--- config.mk ---
export PLATFORM = sky130hd
export DESIGN_NAME = exp2_lms_flat
export DESIGN_NICKNAME = d
export VERILOG_FILES = /design/src/rtl/lab_fixed_pkg.sv /design/src/rtl/exp2_lms_if.sv /design/src/rtl/exp2_frac_lut.sv /design/src/rtl/exp2_lms.sv /design/src/flat_wrapper.sv
export SDC_FILE = /design/constraint.sdc
export NUM_CORES = 1
export LEC_CHECK = 0
export CORE_ASPECT_RATIO = 0.7
export CORE_MARGIN = 2
export CORE_UTILIZATION = 28
export CTS_CLUSTER_DIAMETER = 200
export CTS_CLUSTER_SIZE = 25
export DETAILED_ROUTE_END_ITERATION = 8
export PLACE_DENSITY = 0.45
export RECOVER_POWER = 50
export SETUP_SLACK_MARGIN = 0.05
export SLEW_MARGIN = 20
export SYNTH_ARGS = -nofsm -noshare
export SYNTH_HDL_FRONTEND = slang
export SYNTH_SLANG_ARGS = --single-unit
--- constraint.sdc ---
create_clock -name i_clk -period 7.1 [get_ports i_clk]
set_input_delay 0.71 -clock i_clk [delete_from_list [all_inputs] [get_ports i_clk]]
set_output_delay 0.71 -clock i_clk [all_outputs]
set_load 0.02 [all_outputs]
--- src/rtl/lab_fixed_pkg.sv ---
// Fixed-point formats and the base-2 antilog table shared by the RGB2Lab log/linear stages.
// EXP2_LUT[k] = round(2^(k/64) * 2^15), built at elaboration with exact integer arithmetic.
package lab_fixed_pkg;

    localparam int LOG_INT_W   = 3;
    localparam int LOG_FRAC_W  = 13;
    localparam int LIN_W       = 16;
    localparam int LIN_FRAC_W  = 8;
    localparam int LUT_BITS    = 6;
    localparam int INTERP_BITS = 7;
    localparam int LUT_N       = 1 << LUT_BITS;
    localparam int LUT_W       = 17;
    localparam int DELTA_W     = 11;

    typedef logic [LOG_INT_W+LOG_FRAC_W-1:0] log2_q3_13_t;
    typedef logic [LIN_W-1:0]                lin_q8_8_t;
    typedef logic [LUT_W-1:0]                lut_val_t;
    typedef lut_val_t                        lut_tbl_t [0:LUT_N];

    function automatic logic [63:0] isqrt128(input logic [127:0] n);
        logic [63:0] r;
        logic [63:0] t;
        r = '0;
        for (int b = 63; b >= 0; b--) begin
            t = r | (64'd1 << b);
            if (({64'd0, t} * {64'd0, t}) <= n) r = t;
        end
        return r;
    endfunction

    // 2^(1/64) in Q60 via six nested square roots of 2, then successive powers.
    function automatic lut_tbl_t gen_exp2_lut();
        lut_tbl_t     tbl;
        logic [127:0] s;
        logic [127:0] p;
        s = 128'd1 << 61;
        for (int i = 0; i < LUT_BITS; i++) s = {64'd0, isqrt128(s << 60)};
        p = 128'd1 << 60;
        for (int k = 0; k <= LUT_N; k++) begin
            tbl[k] = lut_val_t'((p + (128'd1 << 44)) >> 45);
            p = (p * s) >> 60;
        end
        return tbl;
    endfunction

    localparam lut_tbl_t EXP2_LUT = gen_exp2_lut();

endpackage

--- src/rtl/exp2_lms_if.sv ---
// Operand/result handshake bundle of the exp2 antilog unit.
interface exp2_lms_if;
    import lab_fixed_pkg::*;

    log2_q3_13_t i_log2;
    logic        i_valid;
    logic        o_ready;
    lin_q8_8_t   o_value;
    logic        o_valid;
    logic        i_ready;

    modport slave  (input  i_log2, i_valid, i_ready, output o_ready, o_value, o_valid);
    modport master (output i_log2, i_valid, i_ready, input  o_ready, o_value, o_valid);
endinterface

--- src/rtl/exp2_frac_lut.sv ---
// Combinational segment lookup: k -> base L[k] and slope L[k+1] - L[k].
module exp2_frac_lut
    import lab_fixed_pkg::*;
(
    input  logic [LUT_BITS-1:0] i_k,
    output lut_val_t            o_base,
    output logic [DELTA_W-1:0]  o_delta
);
    logic [LUT_BITS:0] idx_lo;
    logic [LUT_BITS:0] idx_hi;
    lut_val_t          next_val;

    // Index widened by one bit so k = 63 reaches L[64] instead of wrapping.
    always_comb begin
        idx_lo   = {1'b0, i_k};
        idx_hi   = idx_lo + 7'd1;
        o_base   = EXP2_LUT[idx_lo];
        next_val = EXP2_LUT[idx_hi];
        o_delta  = DELTA_W'(next_val - o_base);
    end
endmodule

--- src/rtl/exp2_lms.sv ---
// 3-stage 3.13 log2 -> 8.8 linear antilog pipeline with a global stall on output backpressure.
module exp2_lms
    import lab_fixed_pkg::*;
(
    input  logic      i_clk,
    input  logic      i_rst,
    exp2_lms_if.slave io
);
    logic                   adv;
    logic                   accept;
    logic [LOG_INT_W-1:0]   op_e;
    logic [LUT_BITS-1:0]    op_k;
    logic [INTERP_BITS-1:0] op_f;
    lut_val_t               lut_base;
    logic [DELTA_W-1:0]     lut_delta;

    logic                   s1_valid_q, s1_valid_d;
    logic [LOG_INT_W-1:0]   s1_e_q,     s1_e_d;
    logic [INTERP_BITS-1:0] s1_f_q,     s1_f_d;
    lut_val_t               s1_base_q,  s1_base_d;
    logic [DELTA_W-1:0]     s1_delta_q, s1_delta_d;
    logic                   s2_valid_q, s2_valid_d;
    logic [LOG_INT_W-1:0]   s2_e_q,     s2_e_d;
    lut_val_t               s2_m_q,     s2_m_d;
    logic                   o_valid_q,  o_valid_d;
    lin_q8_8_t              o_value_q,  o_value_d;

    logic [17:0]            interp_prod;
    logic [DELTA_W-1:0]     interp;
    logic [23:0]            shifted;
    logic [16:0]            rounded;

    exp2_frac_lut u_lut (
        .i_k     (op_k),
        .o_base  (lut_base),
        .o_delta (lut_delta)
    );

    assign {op_e, op_k, op_f} = io.i_log2;
    assign adv        = !o_valid_q || io.i_ready;
    assign io.o_ready = adv && i_rst;
    assign accept     = io.i_valid && io.o_ready;
    assign io.o_valid = o_valid_q;
    assign io.o_value = o_value_q;

    always_comb begin
        s1_valid_d  = s1_valid_q;
        s1_e_d      = s1_e_q;
        s1_f_d      = s1_f_q;
        s1_base_d   = s1_base_q;
        s1_delta_d  = s1_delta_q;
        s2_valid_d  = s2_valid_q;
        s2_e_d      = s2_e_q;
        s2_m_d      = s2_m_q;
        o_valid_d   = o_valid_q;
        o_value_d   = o_value_q;

        interp_prod = 18'(s1_delta_q) * 18'(s1_f_q);
        interp      = DELTA_W'((interp_prod + 18'd64) >> 7);
        shifted     = 24'(s2_m_q) << s2_e_q;
        rounded     = 17'((shifted + 24'd64) >> 7);

        if (adv) begin
            s1_valid_d = accept;
            s1_e_d     = op_e;
            s1_f_d     = op_f;
            s1_base_d  = lut_base;
            s1_delta_d = lut_delta;
            s2_valid_d = s1_valid_q;
            s2_e_d     = s1_e_q;
            s2_m_d     = s1_base_q + LUT_W'(interp);
            o_valid_d  = s2_valid_q;
            o_value_d  = rounded[16] ? 16'hFFFF : rounded[15:0];
        end
    end

    always_ff @(posedge i_clk) begin
        if (!i_rst) begin
            s1_valid_q <= 1'b0;
            s1_e_q     <= '0;
            s1_f_q     <= '0;
            s1_base_q  <= '0;
            s1_delta_q <= '0;
            s2_valid_q <= 1'b0;
            s2_e_q     <= '0;
            s2_m_q     <= '0;
            o_valid_q  <= 1'b0;
            o_value_q  <= '0;
        end else begin
            s1_valid_q <= s1_valid_d;
            s1_e_q     <= s1_e_d;
            s1_f_q     <= s1_f_d;
            s1_base_q  <= s1_base_d;
            s1_delta_q <= s1_delta_d;
            s2_valid_q <= s2_valid_d;
            s2_e_q     <= s2_e_d;
            s2_m_q     <= s2_m_d;
            o_valid_q  <= o_valid_d;
            o_value_q  <= o_value_d;
        end
    end
endmodule
--- src/flat_wrapper.sv ---
// flat-port wrapper written by rule: the top's interface ports become plain ports
module exp2_lms_flat import lab_fixed_pkg::*;
  (i_clk, i_rst, io_i_log2, io_i_valid, io_i_ready, io_o_ready, io_o_value, io_o_valid);
  exp2_lms_if io_i ();
  input  logic i_clk;
  input  logic i_rst;
  input wire logic [$bits(io_i.i_log2)-1:0] io_i_log2;
  input wire logic [$bits(io_i.i_valid)-1:0] io_i_valid;
  input wire logic [$bits(io_i.i_ready)-1:0] io_i_ready;
  output wire logic [$bits(io_i.o_ready)-1:0] io_o_ready;
  output wire logic [$bits(io_i.o_value)-1:0] io_o_value;
  output wire logic [$bits(io_i.o_valid)-1:0] io_o_valid;
  assign io_i.i_log2 = io_i_log2;
  assign io_i.i_valid = io_i_valid;
  assign io_i.i_ready = io_i_ready;
  assign io_o_ready = io_i.o_ready;
  assign io_o_value = io_i.o_value;
  assign io_o_valid = io_i.o_valid;
  exp2_lms u_core (.i_clk(i_clk), .i_rst(i_rst), .io(io_i));
endmodule
==> results <==
- The run finished, with violations left.
- The checks that failed: capacitance limit, slew limit.
- The effective utilization at floorplan is 0.285.
- The fraction of layout cells with a size suffix above 1 is 0.0652.
- The floorplan has 57 rows.
- The repair_antennas step left the layout with diodes totalling 0.
- The setup TNS is 0 ns.
- STA classifies the critical path endpoint as a flip-flop.
- The number of hold violations in the final report came to 0.
- After the first detailed-routing iteration, the DRC count stood at 796.
- The arrival time reported for the critical path endpoint is 6.90 ns.
- The net switching power is 1030 uW.
- Counting flops with an async set or reset pin after synthesis yields a share of 0.
- The relative slew slack is -0.649.
- For this run, the total global-route usage over all layers was measured as 0.173.
- sky130_fd_sc_hd__dfxtp_1 takes more of the synthesized area than any other cell.
- For this run, the leading register cell type out of synthesis is sky130_fd_sc_hd__dfxtp_1.
- The number of antenna violations at the first check in global routing is 0.
- The number of global-route vias before repair is between 8000 and 9000.
- The shortest period the worst path allows is 6.62 ns.
- The clock latency at the later pin of the worst-skew pair is between 0.3 and 0.4 ns.
- The number of clock sinks is 76.
- The critical setup path kind is reg -> reg.
- Yosys mapped the design onto 80 distinct sky130hd cell types.
- The net switching fraction of the power is 0.432.
- Across the run, the number of max-cap violations was 1.
- The count of buffers added on input and output ports is 37.
- The post-route clock period utilization is 0.932.
- The cell count after synthesis came out at 1329.
- The critical-path maximum fanout is 12.
- The startpoint identified for the worst register-to-register timing path is u_core.s1_f_q[5].
- The number of synthesized flops with an enable pin is 0.
- Final hold analysis gives a worst-case slack of 0.449 ns.
- Buffers inserted during clock tree synthesis total 9.
- Counting tap cells, the placed design contains a total of around 1800 instances.
- The number of pins exceeding their max-slew limit in the final report is 52.
- The synthesis-to-finish area growth is 11.3%.
- Counting along the longest clock path gives a buffer depth of 2.
- The die extent in x is 229 um.
- The highest clock frequency the design can meet is between 150 and 200 MHz.
- Of the total power, registers draw 0.240.
- The vertical extent of the die is 161 um.
- The first global-routing pass estimated 51.4 mm of wire.
- Of the synthesized area, sequential elements account for 0.153.
- Internal power comes to between 1000 and 1500 uW.
- The clock tree from TritonCTS is yes.
- The final core utilization is 0.317.
- The library cell used most frequently in the layout, excluding fill and tap cells, is sky130_fd_sc_hd__nand2_1.
- The global route total overflow is 0.
- The top-level I/O count is 38.
- For this run, the detailed router's first-pass iteration total came to 5.
- Wires add up to 31.7 mm.
- Ranked by total cell area, the synthesized netlist is headed by sky130_fd_sc_hd__dfxtp_1 15%, sky130_fd_sc_hd__ha_1 11%, sky130_fd_sc_hd__fa_1 9.3%.
- Power spread over the standard cell area amounts to roughly 220 mW/mm^2.
- CTS placed an instance of sky130_fd_sc_hd__clkbuf_16 at the clock tree root.
- The library cells used most frequently in the layout, excluding fill and tap cells, are 163 x sky130_fd_sc_hd__nand2_1, 124 x sky130_fd_sc_hd__a21oi_1, 92 x sky130_fd_sc_hd__o21ai_0.
- Entering global routing, the biggest net connects just under 70 pins.
- The area share of the largest cell type after synthesis is 0.153.
- The antenna violation net count after detailed routing is 0.
- The number of DRC violations after detailed routing is 0.
- After detailed routing, the average wire length per cell comes to 17.7 um.
- The clock edge transition at the registers on the reported setup and hold paths is 0.06 ns.
- For this run, the number of Yosys warnings is 0.
- The tightest min-delay check is of the reg -> reg type.
- The part of the power in combinational logic is 0.543.
- The final HPWL from detailed placement is 23.6 mm.
- In this run the static leakage power is 0.00466 uW.
- The number of hold buffers added after CTS is 0.
- The number of storage elements in the synthesis netlist is 76.
- STA classifies the critical path startpoint as a flip-flop.
- The core region area is 0.0348 mm^2.
- For the worst flop-to-flop path, the logic depth is 22.
- The count of H-tree levels built during CTS is 3.
- The pin slew with the least headroom to its limit is approximately 2.5 ns.
- The critical path ends at u_core.s2_m_q[11].
- The required arrival time at the worst endpoint is 7.38 ns.
- The design draws 2390 uW.
- The number of failing setup endpoints in the final timing report is 0.
- The count of filler cells inserted in the layout is approximately 3800.
- For this block, the via count after detailed routing is 9473.
- The setup slack on the worst flop-to-flop path is about 0.48 ns.
- The final net count is 1467.
- Setup repair after global routing left no endpoint under its margin.
- After synthesis the cells add up to ~0.0099 mm^2.
- The clock group share of total power is 0.216.
- In this run the post-CTS setup repair buffer count came out at 0.
- The floorplan die area is 0.0369 mm^2.
- The number of nets handed over by synthesis was approximately 1500.
- The endpoint identified for the worst register-to-register timing path is u_core.s2_m_q[11].
- In this run the worst setup path begins at u_core.s1_f_q[5].
- The final weighted congestion in routability-driven placement is 0.854.
- Clock skew on the completed layout was measured at 0.00832 ns.
- The worst supply voltage drop on vdd is between 100 and 150 uV.
- The mean area per synthesized cell is 7.46 um^2.
- The count of cells in the finished layout, fillers not included, comes to 1791.
- The mean number of vias per cell is 5.29.
## power by group through the flow
stage,sequential (uW),clock (uW),combinational [uW]
global placement,582,0,1300
global route,588,549,1490
CTS,575,532,1310
finish,575,518,1300
floorplan,562,0,972
detailed placement,584,0,1290
## worst min-delay path by stage
stage / to / slack [ns] / start / depth (start not counted)
2_1_floorplan: u_core.s1_e_q[0] / 0.43 / u_core.s1_e_q[0] / 2
3_3_place_gp: u_core.s1_e_q[2] / 0.44 / u_core.s1_e_q[2] / 2
3_5_place_dp: u_core.s1_valid_q / 0.45 / u_core.s1_valid_q / 2
4_1_cts: u_core.s1_valid_q / 0.45 / u_core.s1_valid_q / 2
5_1_grt: u_core.s1_e_q[2] / 0.47 / u_core.s1_e_q[2] / 2
6_report: u_core.s1_valid_q / 0.45 / u_core.s1_valid_q / 2
## flip-flops by register name, summed over array words and instances, names as in the netlist
register,cells
u_core.s1_e_q,3
u_core.s2_e_q,3
u_core.s1_f_q,7
u_core.s1_valid_q,1
u_core.s1_delta_q,11
u_core.s2_m_q,17
u_core.s1_base_q,16
u_core.s2_valid_q,1
u_core.io.o_valid,1
u_core.io.o_value,16
## per-stage QoR
stage / setup WS, ns / area, um^2
CTS: 0.290 / 11000
detailed placement: 0.313 / 10700
global placement: 0.341 / 10700
global route: 0.0504 / 11000
finish: 0.482 / 11000
floorplan: 1.09 / 9910
## repair_timing
| item | 4_1_cts | 5_1_grt |
|---|---|---|
| endpoints found under the hold margin | 0 | 0 |
| endpoints found under the setup margin | 0 | 5 |
| resized for setup | 0 | 1 |
## routing by layer
| layer | GRT usage | part of all wire | vias to the layer above |
|---|---|---|---|
| met1 | 0.277 | 0.54 | 4529 |
| met3 | 0.0330 | 0.063 | 26 |
| li1 | - | - | 4666 |
| met5 | 0 | 0 | - |
| met2 | 0.235 | 0.39 | 252 |
| met4 | 0.0263 | 0.0094 | 0 |
## critical path, stage by stage, from the launching register on
cell and delay [ns]:
sky130_fd_sc_hd__dfxtp_1 0.55, sky130_fd_sc_hd__and2_1 0.22, sky130_fd_sc_hd__fa_1 0.45, sky130_fd_sc_hd__fa_1 0.53, sky130_fd_sc_hd__fa_1 0.54, sky130_fd_sc_hd__inv_1 0.05, sky130_fd_sc_hd__fa_1 0.53, sky130_fd_sc_hd__inv_1 0.04
sky130_fd_sc_hd__ha_1 0.34, sky130_fd_sc_hd__and3_1 0.21, sky130_fd_sc_hd__o211a_1 0.20, sky130_fd_sc_hd__o32ai_2 0.48, sky130_fd_sc_hd__o21ai_0 0.25, sky130_fd_sc_hd__a221oi_1 0.37, sky130_fd_sc_hd__xnor2_1 0.18, sky130_fd_sc_hd__ha_1 0.33
sky130_fd_sc_hd__and3_1 0.18, sky130_fd_sc_hd__a21oi_1 0.11, sky130_fd_sc_hd__inv_1 0.07, sky130_fd_sc_hd__a211oi_1 0.47, sky130_fd_sc_hd__o21a_1 0.20, sky130_fd_sc_hd__o21ai_0 0.08, sky130_fd_sc_hd__a21oi_1 0.18
## cells by family (layout without fill, tap and decap cells)
group / Yosys count / in the layout / share of synthesized area
XOR/XNOR: 46 / 46 / 0.0406
flip-flops: 76 / 76 / 0.153
AND/OR/NAND/NOR: 464 / 464 / 0.225
adder cells (fa/ha/maj): 133 / 133 / 0.203
buffers and inverters: 185 / 175 / 0.0745
AO/OA/AOI/OAI: 379 / 379 / 0.242
multiplexers: 46 / 46 / 0.0615
## synth_stat cells, drive strengths merged, types with 24 or more instances
cell type and n:
xnor2 31, nor2 91, a211oi 31, fa 46
dfxtp 76, nand2 163, o21ai 94, ha 87
nand3 24, clkbuf 76, and2 68, inv 85
a21oi 124, nor3 37
## final cells by class
class	count	area, um^2	share of cell area
inverters	88	330	0.0299
flip-flops and latches	76	1520	0.138
repair buffers	71	604	0.0548
clock buffers	11	243	0.0220
multi-input cells	1068	7660	0.694
clock inverters	5	85.1	0.00771
well taps	472	591	0.0535
Power figures use the tool's default switching activity.
